`src/rtl/fetch_ctl.sv`:
```
// fetch_ctl: instruction-fetch sequencer with one outstanding imem request,
// trap/branch redirects, decode-backpressure hold and fetch fault generation.
`default_nettype none

module fetch_ctl #(
    parameter logic [63:0] RESET_PC    = 64'h0000_0000_0000_1000,
    parameter logic [4:0]  CAUSE_MISAL = 5'd0,
    parameter logic [4:0]  CAUSE_IPF   = 5'd12
) (
    input  logic        clk,
    input  logic        rst,
    input  logic        trap_en,
    input  logic [63:0] trap_pc,
    input  logic        bj_en,
    input  logic [63:0] bj_pc,
    input  logic        stall,
    output logic        imem_req,
    output logic [63:0] imem_addr,
    input  logic        imem_gnt,
    input  logic        imem_rvalid,
    input  logic [31:0] imem_rdata,
    input  logic        imem_fault,
    output logic [63:0] pc,
    output logic [31:0] inst,
    output logic        invalid,
    output logic        page_fault,
    output logic [4:0]  cause,
    output logic [63:0] tval
);

    localparam logic [31:0] NOP = 32'h0000_0013;

    typedef enum logic [2:0] {
        S_REQ   = 3'd0,
        S_WAIT  = 3'd1,
        S_HOLD  = 3'd2,
        S_DRAIN = 3'd3,
        S_HALT  = 3'd4
    } state_t;

    state_t      r_state;
    state_t      w_next_state;
    logic [63:0] r_fpc;
    logic [63:0] w_next_fpc;
    logic        w_redirect;
    logic [63:0] w_target;
    logic        w_accept;

    assign w_redirect = trap_en | bj_en;
    assign w_target   = trap_en ? trap_pc : bj_pc;
    // imem_req is registered, so a grant only counts while it is actually driven
    assign w_accept   = (r_state == S_REQ) && imem_req && imem_gnt;

    always_comb begin
        w_next_state = r_state;
        w_next_fpc   = r_fpc;
        if (w_redirect) begin
            w_next_fpc = w_target;
            if ((r_state == S_WAIT) || (r_state == S_DRAIN) || w_accept)
                w_next_state = S_DRAIN;
            else
                w_next_state = S_REQ;
        end else begin
            case (r_state)
                S_REQ: begin
                    if (r_fpc[1:0] != 2'b00)
                        w_next_state = S_HALT;
                    else if (w_accept)
                        w_next_state = S_WAIT;
                end
                S_WAIT: begin
                    if (imem_rvalid) begin
                        if (imem_fault) begin
                            w_next_state = S_HALT;
                        end else if (stall) begin
                            w_next_state = S_HOLD;
                        end else begin
                            w_next_fpc   = r_fpc + 64'd4;
                            w_next_state = S_REQ;
                        end
                    end
                end
                S_HOLD: begin
                    if (!stall) begin
                        w_next_fpc   = r_fpc + 64'd4;
                        w_next_state = S_REQ;
                    end
                end
                S_DRAIN: begin
                    if (imem_rvalid)
                        w_next_state = S_REQ;
                end
                S_HALT:  w_next_state = S_HALT;
                default: w_next_state = S_REQ;
            endcase
        end
    end

    always_ff @(posedge clk) begin
        if (rst) begin
            r_state    <= S_REQ;
            r_fpc      <= RESET_PC;
            imem_req   <= 1'b0;
            imem_addr  <= RESET_PC;
            pc         <= 64'd0;
            inst       <= NOP;
            invalid    <= 1'b1;
            page_fault <= 1'b0;
            cause      <= 5'd0;
            tval       <= 64'd0;
        end else begin
            r_state   <= w_next_state;
            r_fpc     <= w_next_fpc;
            imem_req  <= (w_next_state == S_REQ) && (w_next_fpc[1:0] == 2'b00);
            imem_addr <= w_next_fpc;
            if (w_redirect) begin
                invalid    <= 1'b1;
                page_fault <= 1'b0;
                inst       <= NOP;
            end else begin
                case (r_state)
                    S_REQ: begin
                        if (r_fpc[1:0] != 2'b00) begin
                            pc         <= r_fpc;
                            inst       <= NOP;
                            invalid    <= 1'b0;
                            page_fault <= 1'b1;
                            cause      <= CAUSE_MISAL;
                            tval       <= r_fpc;
                        end else begin
                            invalid    <= 1'b1;
                            page_fault <= 1'b0;
                            inst       <= NOP;
                        end
                    end
                    S_WAIT: begin
                        if (imem_rvalid && imem_fault) begin
                            pc         <= r_fpc;
                            inst       <= NOP;
                            invalid    <= 1'b0;
                            page_fault <= 1'b1;
                            cause      <= CAUSE_IPF;
                            tval       <= r_fpc;
                        end else if (imem_rvalid) begin
                            // output registers double as the hold buffer under stall
                            pc         <= r_fpc;
                            inst       <= imem_rdata;
                            invalid    <= 1'b0;
                            page_fault <= 1'b0;
                        end else begin
                            invalid    <= 1'b1;
                            page_fault <= 1'b0;
                            inst       <= NOP;
                        end
                    end
                    S_HOLD: begin
                        if (!stall) begin
                            invalid    <= 1'b1;
                            page_fault <= 1'b0;
                            inst       <= NOP;
                        end
                    end
                    S_HALT: begin
                        invalid <= invalid;
                    end
                    default: begin
                        invalid    <= 1'b1;
                        page_fault <= 1'b0;
                        inst       <= NOP;
                    end
                endcase
            end
        end
    end

endmodule

`default_nettype wire

```
`config.mk`:
```
export PLATFORM = sky130hd
export DESIGN_NAME = fetch_ctl
export DESIGN_NICKNAME = d
export VERILOG_FILES = /design/src/rtl/fetch_ctl.sv
export SDC_FILE = /design/constraint.sdc
export NUM_CORES = 1
export LEC_CHECK = 0
export ABC_CLOCK_PERIOD_IN_PS = 2530
export CAP_MARGIN = 20
export CORE_ASPECT_RATIO = 2
export CORE_MARGIN = 2
export CORE_UTILIZATION = 44
export DETAILED_ROUTE_END_ITERATION = 12
export PLACE_DENSITY = 0.83
export SYNTH_ARGS = -nofsm -noshare
export SYNTH_HDL_FRONTEND = slang
export SYNTH_SLANG_ARGS = --single-unit
export TNS_END_PERCENT = 1
```
`constraint.sdc`:
```
create_clock -name clk -period 2.53 [get_ports clk]
set_input_delay 0.506 -clock clk [delete_from_list [all_inputs] [get_ports clk]]
set_output_delay 0.506 -clock clk [all_outputs]
set_load 0.1 [all_outputs]
```
==> impl_metrics.ini <==
[grt]
grt_pass1_vias = 10900
grt_util_all_layers_pct = 31.6
grt_first_pass_wirelength_mm = 61.0
antenna_found_initial = 4
grt_max_degree = 74
grt_overflow = 0

[timing]
finalCritPeriodShare_pct = 89.7
hold_viol = 0
finalMaxSlewViolations = 0
period_needed_ps = 2270
setup_tns_ps = 0
clock.fmax_ghz = 0.441
rsz0062_at_grt = no
finalSetupViolCount = 0
skew_ps = 11.5
tightest_slew_ps = 766
relSlewSlack_pct = 48.9

[detailed_routing]
dr.pass1.iters = 6
drt-initial-drc-count = 752
viasPerCell = 5.69
route.vias.total = 11200
wl_per_cell_um = 20.7
route.detailed.drc = 0
drt-total-wl_mm = 40.7
antenna_left = 0

[floorplan]
initial_core_util_pct = 44.8
rows = 78
core-area_um2 = 22600
dieWidth_um = 111
num_io_pins = 400
die_h_um = 219
die-area_um2 = 24400

[power_and_ir_drop]
ir_drop_mv = 0.548
p_clk_share_pct = 33.5
switching_share_pct = 33.5
p_seq_share_pct = 42.9
power.density_nw_per_um2 = 608
p_leak_nw = 5.78
share_comb_of_total_power_pct = 23.6
p_switching_mw = 3.05
power.internal_mw = 6.05

[clock_network]
cts_buffers = 21
clock_latency_ps = 510
clkSinkCount = 231
htreeDepth = 1
post_cts_resized = 0
holdBufCountCts = 0
cts_root_buffer = clkbuf_16
cts_tree = done
post_cts_buffers = 0
clk_pin_slew_worst_paths_ps = 70
clock_path_buffers = 3

[setup_path]
critical_path_class = flop to flop
worstPathArrival_ps = 2660
critPathMaxFanout = 13
crit_required_ps = 2920
cp-end-kind = flop
start_kind = flop

[layout]
nets = 1842
final_cell_count_no_fill = 1968
layout-drive-gt1-share_pct = 24.5
syn2layout_area_growth_pct = 47.6

[yosys]
async_reset_ff_share_pct = 0
synthesis.area_um2 = 10100
synth_seq_cells = 231
synth_top_cell_by_area = dfxtp_1
ys_warn_count = 0
ys_top_cells_by_area = dfxtp_1, nand2_1, a21oi_1, a22oi_1, xnor2_1
synth_top_flop_cell = dfxtp_1
synth_top_area_share_pct = 45.6
yosysUniqueCellTypes = 73
postSynthCellCount = 1262
synth_edf_count = 0
avgSynthCellArea_um2 = 8.04
yosysSeqAreaShare_pct = 45.6

[place]
hpwl_mm = 30.5
io_buffers = 396
gp_congestion = 0.977
dp.cells = 1930

[flow_run]
max_cap_violations = 0

[outcome]
status = completed

[worst_hold_path]
hp-class = input port to flop
synth_stat cells (5+ instances only):
cell	number
nand3_1	14
o21a_1	6
a22oi_1	52
buf_4	7
a21oi_1	158
mux2i_1	5
nand4_1	13
o21ai_0	22
xor2_1	12
nor3_1	27
buf_2	16
dfxtp_1	231
or3_1	7
and3_1	14
a31oi_1	7
xnor2_1	34
inv_1	18
o22ai_1	40
nor4_2	6
nor2_1	68
nand2_1	307
nor3_2	8
nand4_2	6
and4_1	6
clkbuf_1	77
a211oi_1	19
nor4_1	10
logic make-up after synthesis:
family                     share of synthesized area [%]
other                                             0.0370
xor gates and xnor gates                            3.97
and+or+nand+nor                                     24.1
buffers and inverters                               5.09
AOI/OAI and AO/OA                                   20.6
muxes                                              0.493
adders and majority gates                          0.123
DFF                                                 45.6
sequential cells by signal (all words and copies together) (netlist names):
name and flops:
r_state 3, inst 32, page_fault 1, cause 1, tval 64, r_fpc 64, imem_req 1, pc 64
invalid 1
per-layer routing:
metal | global-route usage [%] | share of wire, % | up-vias
li1 | - | - | 5227
met1 | 33.5 | 35 | 5276
met2 | 59.2 | 53 | 546
met3 | 4.44 | 6.2 | 151
met4 | 18.1 | 6.4 | 0
met5 | 0 | 0 | -
layout make-up:
cell class              instances  area, um^2
inverters                      19        71.3
clock buffers                  28         552
diodes                          4        10.0
fillers                      1955        7670
flip-flops and latches        231        4640
repair buffers                490        4230
clock inverters                 6        60.1
multi-input cells             910        5060
well taps                     280         350
critical path, stage by stage, from the launching register on:
cell	delay (ps)
dfxtp_2	330
ha_1	320
nand4_1	180
nor3_2	230
nand4_2	380
or3_1	440
a32oi_1	210
nor2_1	50
placed cells by master (no fill, tap or decap), types with 10 or more instances in the layout:
cell             instances
a211oi_1                19
a21oi_1                157
a22oi_1                 52
and3_1                  14
buf_12                  11
buf_4                  312
clkbuf_16               21
clkdlybuf4s50_1        165
dfxtp_1                216
dfxtp_2                 15
inv_1                   18
nand2_1                305
nand3_1                 14
nand4_1                 13
nor2_1                  66
nor3_1                  27
nor4_1                  10
o21ai_0                 22
o22ai_1                 40
xnor2_1                 34
xor2_1                  12
per-stage QoR:
stage / total power [mW] / hold WS [ps] / setup WS, ps / utilization (%) / cell area (um^2)
floorplan: 5.30 / 550 / -70.2 / - / 10200
global placement: 6.10 / 442 / -47.6 / 63.4 / 14400
detailed placement: 6.12 / 447 / -59.6 / 63.4 / 14400
CTS: 9.11 / 311 / 283 / 66.1 / 15000
global route: 9.37 / 334 / 130 / 66.1 / 15000
finish: 9.11 / 324 / 261 / 66.1 / 15000
path summary, 6_finish.rpt:
check / from / end / slack, ps / cells past startpoint
max: r_fpc[2] / r_fpc[40] / 260 / 7
max reg2reg: r_fpc[2] / r_fpc[40] / 260 / 7
min: rst / r_state[0] / 320 / 2
min reg2reg: pc[26] / pc[26] / 450 / 2
power by group through the flow:
stage          clock (mW)  combinational [mW]  sequential (mW)
6_report             3.05                2.15             3.90
5_1_grt              3.22                2.23             3.92
4_1_cts              3.07                2.14             3.90
3_5_place_dp            0                2.14             3.98
3_3_place_gp            0                2.12             3.98
2_1_floorplan           0               0.508             4.80
(Power assumes the default switching activity.)
==> RTL edit 1: new RTL, same flow settings <==
`CAUSE_IPF`: 5'd12 -> 5'd8.
--- a/src/rtl/fetch_ctl.sv
+++ b/src/rtl/fetch_ctl.sv
@@ -6,5 +6,5 @@
     parameter logic [63:0] RESET_PC    = 64'h0000_0000_0000_1000,
     parameter logic [4:0]  CAUSE_MISAL = 5'd0,
-    parameter logic [4:0]  CAUSE_IPF   = 5'd12
+    parameter logic [4:0]  CAUSE_IPF   = 5'd8
 ) (
     input  logic        clk,
Behaviour: not the same (Yosys sat finds a counterexample within 4 cycles, from zero or initial values and one cycle with rst high).
==> RTL edit 1 against the unedited design <==
  * Area after synthesis hardly changed
  * Sequential cell count stayed put
  * Clock power is 15% higher
  * Wire length is 1.1% lower
  * Maximum frequency is 0.72% lower
  * Utilization hardly changed
  * Setup slack worse by 0.017 ns
  * Final cell count stayed put
  * Global-route usage is 0.19 points lower
  * Total power is 4.8% higher
  * Cell area hardly changed
  * Largest power group unchanged
==> RTL edit 1: results <==
{
  "status": "complete, no violations",
  "avgSynthCellArea_um2": 7.995,
  "drive_above_1_share_pct": 24.81,
  "crit_arrival_ns": 2.65,
  "n_all_inverters": 12,
  "wl_um": 40270,
  "final_util_pct": 66.09,
  "relSlewSlack_pct": 47.76,
  "multi_input_area_um2": 5039,
  "leakage_uw": 0.005842,
  "grt_pass1_wl_um": 61010,
  "antenna_cells": 3,
  "gp_congestion": 0.9242,
  "drtIter0Drc": 825,
  "numPortBuffers": 395,
  "nonClkBufAreaFrac_pct": 27.43,
  "synthTopCellsByCount": "nand2_1, dfxtp_1, a21oi_1",
  "seq_share_pct": 31.23,
  "grt.total_usage_pct": 31.44,
  "vias": 11243,
  "synth_xor_area_share_pct": 3.802,
  "grt_max_degree": 100,
  "placed_cells": 1928,
  "vdd_ir_drop_max_mv": 0.5890,
  "cpPeakStageDelay_ns": 0.62,
  "signal_buffers": 479,
  "comb.multi_input.count": 926,
  "synth-compound-area-share_pct": 19.61,
  "dpl_cell_area_um2": 14210,
  "nets": 1840
}
[RTL edit 1: cell types whose count changed after synthesis, moves of 9 or more]
| cell | delta |
|---|---|
| buf_2 | -9 |
| nor3_1 | -9 |
| nand3_1 | +20 |
| xor2_1 | +11 |
| xnor2_1 | -13 |
| nand2_1 | +9 |
[RTL edit 1: power groups by stage]
stage / Sequential (uW) / Combinational, uW / Clock, uW
floorplan: 4820 / 512 / 0
global placement: 4000 / 2090 / 0
detailed placement: 4000 / 2110 / 0
CTS: 3920 / 2110 / 3550
global route: 3940 / 2200 / 3670
finish: 3920 / 2120 / 3510
[RTL edit 1: path summary, 6_finish.rpt]
check | start | endpoint | slack [ns] | cells after the start
setup reg to reg | r_fpc[2]$_SDFFE_PP0P_ | r_fpc[42]$_SDFFE_PP0P_ | 0.24 | 6
hold reg to reg | tval[44]$_SDFFE_PP0P_ | tval[44]$_SDFFE_PP0P_ | 0.46 | 2
setup / recovery | r_fpc[2]$_SDFFE_PP0P_ | r_fpc[42]$_SDFFE_PP0P_ | 0.24 | 6
hold / removal | tval[44]$_SDFFE_PP0P_ | tval[44]$_SDFFE_PP0P_ | 0.46 | 2
[RTL edit 1: cells by family (layout without fill, tap and decap cells)]
family,after synthesis,in the layout
XOR/XNOR,44,44
adder cells (fa/ha/maj),1,1
other,1,7
multiplexers,13,13
AND/OR/NAND/NOR,538,538
AO/OA/AOI/OAI,326,326
buffers and inverters,114,528
flip-flops,231,231
[RTL edit 1: per-layer routing]
layer  part of all wire [%]  global-route usage, %  vias to the layer above
met5                  0.032                      0                        -
met4                    5.1                  16.63                        2
met3                    7.0                  5.574                      129
met2                     53                  58.82                      544
met1                     35                  33.11                     5329
li1                       -                      -                     5239
==> RTL edit 2: new RTL, config.mk and constraints unchanged <==
Made on the original files. Encoding of `state_t`: now one-hot (5 bits for 5 states).
--- a/src/rtl/fetch_ctl.sv
+++ b/src/rtl/fetch_ctl.sv
@@ -31,10 +31,10 @@
     localparam logic [31:0] NOP = 32'h0000_0013;
 
-    typedef enum logic [2:0] {
-        S_REQ   = 3'd0,
-        S_WAIT  = 3'd1,
-        S_HOLD  = 3'd2,
-        S_DRAIN = 3'd3,
-        S_HALT  = 3'd4
+    typedef enum logic [4:0] {
+        S_REQ   = 5'b00001,
+        S_WAIT  = 5'b00010,
+        S_HOLD  = 5'b00100,
+        S_DRAIN = 5'b01000,
+        S_HALT  = 5'b10000
     } state_t;
 
Formal check against the unedited RTL: same outputs for any inputs over 4 cycles, from zero or initial values and one cycle with rst high; so few cycles prove little.
==> RTL edit 2 against the unedited design <==
  * Wire length is 3.1% higher
  * Setup slack worse by 0.067 ns
  * Die area is 2.0% higher
  * Largest power group unchanged
  * Critical path depth is 1 lower
  * Critical path type unchanged
  * Cell area is 2.8% higher
  * Area after synthesis is 2.1% higher
  * Sequential cell count is 2 higher
  * Worst hold slack better by 0.071 ns
  * Total power is 3.5% higher
==> RTL edit 2: results <==
{
  "critical_path_peak_fanout": 8,
  "dr_wl_met2_um": 22110,
  "whs_path_depth": 4,
  "reg2reg_to": "r_fpc[25]$_SDFFE_PP0P_",
  "holdWs_ns": 0.3953,
  "nonClkBufAreaFrac_pct": 27.81,
  "pg_clk_uw": 3290,
  "drtIter0Drc": 794,
  "n_all_inverters": 22,
  "vdd_ir_drop_max_mv": 0.5285,
  "use_met3_pct": 4.108,
  "synthTopCellsByCount": "nand2_1, dfxtp_1, a21oi_1",
  "tap_cells": 283,
  "gp_congestion": 0.9183,
  "nets": 1903,
  "status": "complete, no violations",
  "clockBufferCount": 34,
  "vias_per_cell": 5.717,
  "antenna_cells": 1,
  "seq_cells": 233,
  "signal_buffers": 500,
  "final_cells": 2033,
  "drive_above_1_share_pct": 26.19,
  "clock_area_share_pct": 4.520,
  "met2_usage_pct": 59.31,
  "first_global_vias": 11272,
  "worstReg2RegStart": "r_fpc[9]$_SDFFE_PP0P_",
  "r2r_slack_ns": 0.19,
  "grt_pass1_wl_um": 63020,
  "grt.total_usage_pct": 32.14,
  "design_area_um2": 15390,
  "ys_types": 66,
  "worst_pin_slew_ns": 0.6051,
  "avgSynthCellArea_um2": 7.868,
  "hpwl_um": 31200,
  "regArea_um2": 4752,
  "fin_skew_ns": 0.01756,
  "swShare_pct": 33.34,
  "drtPass1Iterations": 5,
  "seq_area_frac_synth_pct": 45.05
}
==> RTL edit 2: cell count changes after synthesis, sizes merged, moves of 5 or more <==
cell / delta
and3: -8
a221oi: +10
o21ai: +10
xor2: -8
nand2b: +6
nand2: +10
nand3: +10
clkbuf: +5
nor2: +15
nand4: -5
a22oi: -9
a21oi: +8
==> RTL edit 2: cells by family after synthesis <==
kind of cell	Yosys count	synth area share (%)
muxes	7	0.6768
buffers and inverters	130	5.112
xor gates and xnor gates	39	3.299
adders and majority gates	1	0.1208
AOI/OAI and AO/OA	360	21.50
other	1	0.03622
DFF	233	45.05
and+or+nand+nor	545	24.21
==> RTL edit 2: worst reg2reg max path, stage by stage (launching register included) <==
cell and delay [ns]:
dfxtp_4 0.42, nand4_2 0.30, or3_1 0.51, nor3_2 0.33, nand2_1 0.12, or4_1 0.41, a31oi_1 0.18
